File: config.mk
export PLATFORM = sky130hd
export DESIGN_NAME = alarm_ctrl
export DESIGN_NICKNAME = d
export VERILOG_FILES = /design/src/rtl/alarm_ctrl.sv
export SDC_FILE = /design/constraint.sdc
export NUM_CORES = 1
export LEC_CHECK = 0
export CORE_ASPECT_RATIO = 1.25
export CORE_MARGIN = 2
export CORE_UTILIZATION = 48
export CTS_BUF_LIST = sky130_fd_sc_hd__clkbuf_8
export CTS_CLUSTER_SIZE = 40
export DETAILED_ROUTE_END_ITERATION = 16
export GPL_ROUTABILITY_DRIVEN = 0
export PLACE_DENSITY = 0.82
export SLEW_MARGIN = 40
export SYNTH_ARGS = -nofsm -noshare
export SYNTH_HDL_FRONTEND = slang
export SYNTH_SLANG_ARGS = --single-unit
File: constraint.sdc
create_clock -name clk -period 3.31 [get_ports clk]
set_clock_uncertainty 0.15 [all_clocks]
set_input_delay 0.662 -clock clk [delete_from_list [all_inputs] [get_ports clk]]
set_output_delay 0.662 -clock clk [all_outputs]
set_load 0.02 [all_outputs]
File: src/rtl/alarm_ctrl.sv
// Alarm controller: compares the BCD time-of-day against the stored alarm time
// and runs the ring / snooze / timeout state machine that drives the buzzer.
module alarm_ctrl #(
  parameter int RING_SECS   = 60,
  parameter int SNOOZE_SECS = 300,
  parameter int MAX_SNOOZE  = 3,
  parameter int CNT_W       = 9
) (
  input  logic       clk,
  input  logic       rst,
  input  logic       sec_tick,
  input  logic [1:0] H1,
  input  logic [3:0] H2,
  input  logic [2:0] M1,
  input  logic [3:0] M2,
  input  logic [2:0] S1,
  input  logic [3:0] S2,
  input  logic [1:0] AH1,
  input  logic [3:0] AH2,
  input  logic [2:0] AM1,
  input  logic [3:0] AM2,
  input  logic       alarm_en,
  input  logic       btn_stop,
  input  logic       btn_snooze,
  output logic [1:0] state,
  output logic       ringing,
  output logic       buzz,
  output logic [1:0] snoozes_left
);

  typedef enum logic [1:0] {
    ST_IDLE   = 2'b00,
    ST_RING   = 2'b01,
    ST_SNOOZE = 2'b10
  } state_t;

  localparam logic [CNT_W-1:0] RING_LOAD   = CNT_W'(RING_SECS);
  localparam logic [CNT_W-1:0] SNOOZE_LOAD = CNT_W'(SNOOZE_SECS);
  localparam logic [1:0]       LEFT_FULL   = 2'(MAX_SNOOZE);

  state_t           state_q, state_d;
  logic [CNT_W-1:0] timer_q, timer_d;
  logic             beep_q, beep_d;
  logic             ring_q, ring_d;
  logic [1:0]       left_q, left_d;
  logic             match_q;
  logic             match, match_rise, cancel;

  assign match = alarm_en & (H1 == AH1) & (H2 == AH2) & (M1 == AM1) & (M2 == AM2)
               & (S1 == 3'd0) & (S2 == 4'd0);
  assign match_rise = match & ~match_q;
  assign cancel     = btn_stop | ~alarm_en;

  always_comb begin
    state_d = state_q;
    timer_d = timer_q;
    beep_d  = beep_q;
    left_d  = left_q;
    unique case (state_q)
      ST_IDLE: begin
        beep_d = 1'b0;
        if (match_rise) begin
          state_d = ST_RING;
          timer_d = RING_LOAD;
          beep_d  = 1'b1;
        end
      end
      ST_RING: begin
        if (cancel) begin
          state_d = ST_IDLE;
          beep_d  = 1'b0;
        end else if (btn_snooze && left_q != 2'd0) begin
          state_d = ST_SNOOZE;
          timer_d = SNOOZE_LOAD;
          left_d  = left_q - 2'd1;
          beep_d  = 1'b0;
        end else if (sec_tick) begin
          // A snooze press with no snoozes left falls through, so the tick still counts.
          if (timer_q == CNT_W'(1)) begin
            state_d = ST_IDLE;
            beep_d  = 1'b0;
          end else begin
            timer_d = timer_q - CNT_W'(1);
            beep_d  = ~beep_q;
          end
        end
      end
      ST_SNOOZE: begin
        beep_d = 1'b0;
        if (cancel) begin
          state_d = ST_IDLE;
        end else if (sec_tick) begin
          if (timer_q == CNT_W'(1)) begin
            state_d = ST_RING;
            timer_d = RING_LOAD;
            beep_d  = 1'b1;
          end else begin
            timer_d = timer_q - CNT_W'(1);
          end
        end
      end
      default: begin
        state_d = ST_IDLE;
        beep_d  = 1'b0;
      end
    endcase
    // Snooze budget refills the moment the event ends, not a cycle later.
    if (state_d == ST_IDLE) left_d = LEFT_FULL;
    ring_d = (state_d == ST_RING);
  end

  always_ff @(posedge clk or posedge rst) begin
    if (rst) begin
      state_q <= ST_IDLE;
      timer_q <= '0;
      beep_q  <= 1'b0;
      ring_q  <= 1'b0;
      left_q  <= LEFT_FULL;
      match_q <= 1'b1;
    end else begin
      state_q <= state_d;
      timer_q <= timer_d;
      beep_q  <= beep_d;
      ring_q  <= ring_d;
      left_q  <= left_d;
      match_q <= match;
    end
  end

  assign state        = state_q;
  assign ringing      = ring_q;
  assign buzz         = ring_q & beep_q;
  assign snoozes_left = left_q;

endmodule

==> results.tsv <==
stage	metric	value	unit
outcome	outcome	finished, final reports clean	
worst_hold_path	hold wc startpoint	timer_q[1]	
layout	commonest cells after routing, fill and taps aside	44 x clkdlybuf4s50_1, 17 x nor2_1, 16 x inv_1, 13 x dfrtp_1, 12 x xor2_1	
synth	Netlist cell types	52	
layout	Fill cells	233	
synth	Post-Syn Area per Cell	8.627	sq um
setup_path	CP cell instances	clkdlybuf4s50_1 -> or4b_4 -> nor4_2 -> nand4_1 -> buf_4 -> a221oi_1 -> o22ai_1	
power_and_ir_drop	Max VDD drop	0.0004271	V
grt	largest net degree at the start of global routing	17	
layout	Layout area overhead	38.23	%
setup_path	R2R cell count	7	
synth	Yosys top cell area share	23.28	%
clock_tree	H-tree depth	1	
detailed_routing	first drt pass iteration count	4	
grt	first-pass GRT wire length	6651	um
synth	xor/xnor share of the synthesized area	8.774	%
clock_tree	worst-case clock buffer depth	2	
setup_path	critical path's slowest cell	clkdlybuf4s50_1	
synth	ys flop type	dfrtp_1	
die	area of the die	3362	sq um
clock_tree	root buf cell	clkbuf_8	
synth	Synth Instances	162	
power_and_ir_drop	pwr dens	573.1	nW/um^2
synth	compound-gate portion of the synthesized area	23.81	%
sta	final setup fails	0	
setup_path	CP peak stage delay	0.49	ns
sta	Tcrit/Tclk final	85.56	%
power_and_ir_drop	LEAKAGE	0.0008096	uW
die	Die W	52.27	um
synth	leading area contributor after synthesis	dfrtp_1	
setup_path	crit end category	flop	
layout	Ant. Diodes	0	
synth	Yosys reg bits	16	
grt	Tot GR Track Use	25.08	%
grt	grt ovf	0	
clock_tree	CTS tree	built	
sta	crit path time final	2.832	ns
setup_path	Startpoint Class	primary input	
synth	Post-Synth Simple-Gate Area	23.72	%
setup_path	flop-to-flop setup slack	0.60	ns
placed_design	dpl hpwl	3049	um
synth	yosys synthesis warning count	0	
layout	layout cells sized above 1	11.00	%
setup_path	crit path to	timer_q[3]	
setup_path	Worst Path Max Fanout	10	
synth	ys async rst share	100.0	%
clock_tree	Clock Pin Slew Worst Setup and Hold Paths	0.07	ns
setup_path	Setup crit start	alarm_en	
synth	Syn Std Cell Area	1398	sq um
die	Die Y	64.33	um
clock_tree	post-cts sizing count	0	
synth	mux contribution to synthesized area	2.328	%
sta	measured slew at the worst slew-check pin	0.7411	ns
worst_hold_path	Min-Delay Path Class	flop to flop	
detailed_routing	antenna viol nets, final	0	
synth	largest family of logic cells by synthesized area	compound AO/OA/AOI/OAI gates	
sta	Slew Viols, Final	0	
layout	most common cell after layout, fill and taps aside	clkdlybuf4s50_1	
synth	Area contributors post-synth	dfrtp_1 23%, xor2_1 7.5%, ha_1 6.3%	
grt	number of antenna violations at the first check in global routing	0	
die	Starting Density	51.14	%
setup_path	RR Startpoint	timer_q[1]	
placed_design	number of buffers added on ports	44	
synth	sequential area share after synthesis	28.92	%
sta	RSZ-0062 raised after global routing	no	
sta	hold slack final	0.3900	ns
job	maxcap violations	0	
detailed_routing	DR WL/cell	15.70	um
synth	adder-cell area share of the yosys netlist	6.267	%
sta	sum of negative setup slack	0	ns
sta	achievable frequency	353.1	MHz
clock_tree	Setup Fix Bufs, Post-CTS	0	
setup_path	CP Data Required Time	3.28	ns
clock_tree	worst skew pair latency	0.26	ns
grt	vias in the first global route	1506	
setup_path	RR Endpoint	snoozes_left[1]	
synth	EDFF count, synth	0	
die	I/O Pins	45	
clock_tree	CTS sink count	16	
detailed_routing	vias per cell	6.103	
synth	syn_nets	208	
setup_path	Arr. time, crit path	2.80	ns
detailed_routing	Routed Wire Length	3815	um
layout	Final nets	256	
die	Core Region	2733	sq um
detailed_routing	First DRT Iteration DRCs	57	
setup_path	critical path type	primary input to flop	
detailed_routing	DRC viols	0	
clock_tree	TritonCTS Buffers	3	
clock_tree	# hold bufs at CTS	0	
sta	Slew HR	49.90	%
sta	Final Hold Viols	0	
worst_hold_path	WHS Path Cells	1	
die	num rows	21	
detailed_routing	via count	1483	
## final cells by class
| type | count | area [sq um] | area share (%) |
|---|---|---|---|
| Clock buffer | 4 | 55.05 | 2.850 |
| Multi-Input combinational cell | 126 | 907.1 | 46.96 |
| Tap cell | 34 | 42.54 | 2.202 |
| Inverter | 16 | 60.06 | 3.109 |
| Sequential cell | 16 | 404.1 | 20.92 |
| Timing Repair Buffer | 47 | 462.9 | 23.96 |
## registers in the layout (all words and copies together) (netlist names)
register and cells:
ringing 1, match_q 1, snoozes_left 2, beep_q 1
timer_q 9, state 2
## stage by stage
stage | std cells | utilization, % | total power, uW | setup WS [ns] | instance area [sq um]
floorplan | 162 | - | 728.8 | 0.7807 | 1398
global placement | 239 | 68.68 | 895.5 | 0.2810 | 1877
detailed placement | 239 | 68.68 | 914.4 | 0.1949 | 1877
CTS | 243 | 70.70 | 1101 | 0.4592 | 1932
global route | 243 | 70.70 | 1181 | 0.3370 | 1932
finish | 243 | 70.70 | 1107 | 0.4778 | 1932
## critical path: cells and delay by family
kind	cells	cell delay [ns]
simple gates	3	0.97
buf+inv	2	0.72
compound gates	2	0.43
## cell usage after synthesis, types with 2 or more instances
| library cell | n |
|---|---|
| nand2_1 | 6 |
| nand3_1 | 3 |
| ha_1 | 7 |
| nand3b_1 | 2 |
| a21oi_1 | 6 |
| mux2_2 | 2 |
| inv_1 | 16 |
| xor2_1 | 12 |
| a221oi_1 | 2 |
| nand2b_1 | 2 |
| xnor2_1 | 2 |
| nor3_1 | 2 |
| o21ai_0 | 5 |
| and2_1 | 2 |
| nor4_1 | 4 |
| dfrtp_1 | 13 |
| a21o_1 | 2 |
| nand4_1 | 2 |
| or2_2 | 2 |
| a31oi_1 | 3 |
| nor2_1 | 17 |
| clkbuf_1 | 2 |
| or4_1 | 3 |
| or3_1 | 3 |
| dfstp_2 | 3 |
| a211oi_1 | 5 |
| o22ai_1 | 6 |
| nor4b_1 | 2 |
| o31ai_1 | 3 |
## power by group
part	internal (uW)	total [uW]	switching (uW)	leakage [uW]
combinational	262	614	352	0.000579
sequential	249	315	65.8	0.000202
clock	106	178	72.7	0.0000288
## how the worst min path moves through the flow
stage,to,slack (ns)
after detailed placement,timer_q[1],0.38
after global routing,timer_q[1],0.41
final,timer_q[1],0.39
after global placement,timer_q[1],0.36
after floorplan,beep_q,0.34
after CTS,timer_q[1],0.39
## layer usage
| layer | share of wire, % | GRT usage, % | routed length [um] | vias up |
|---|---|---|---|---|
| li1 | - | - | - | 697 |
| met1 | 39 | 32.17 | 1469 | 704 |
| met2 | 54 | 43.20 | 2056 | 71 |
| met3 | 5.4 | 2.570 | 206 | 11 |
| met4 | 2.1 | 8.013 | 82 | 0 |
| met5 | 0 | 0 | 0 | - |
## cell families after synthesis
kind of cell,after synthesis
AOI/OAI and AO/OA,45
xor gates and xnor gates,14
adders and majority gates,7
buffers and inverters,20
DFF,16
muxes,3
and+or+nand+nor,57
Power figures use the tool's default switching activity.
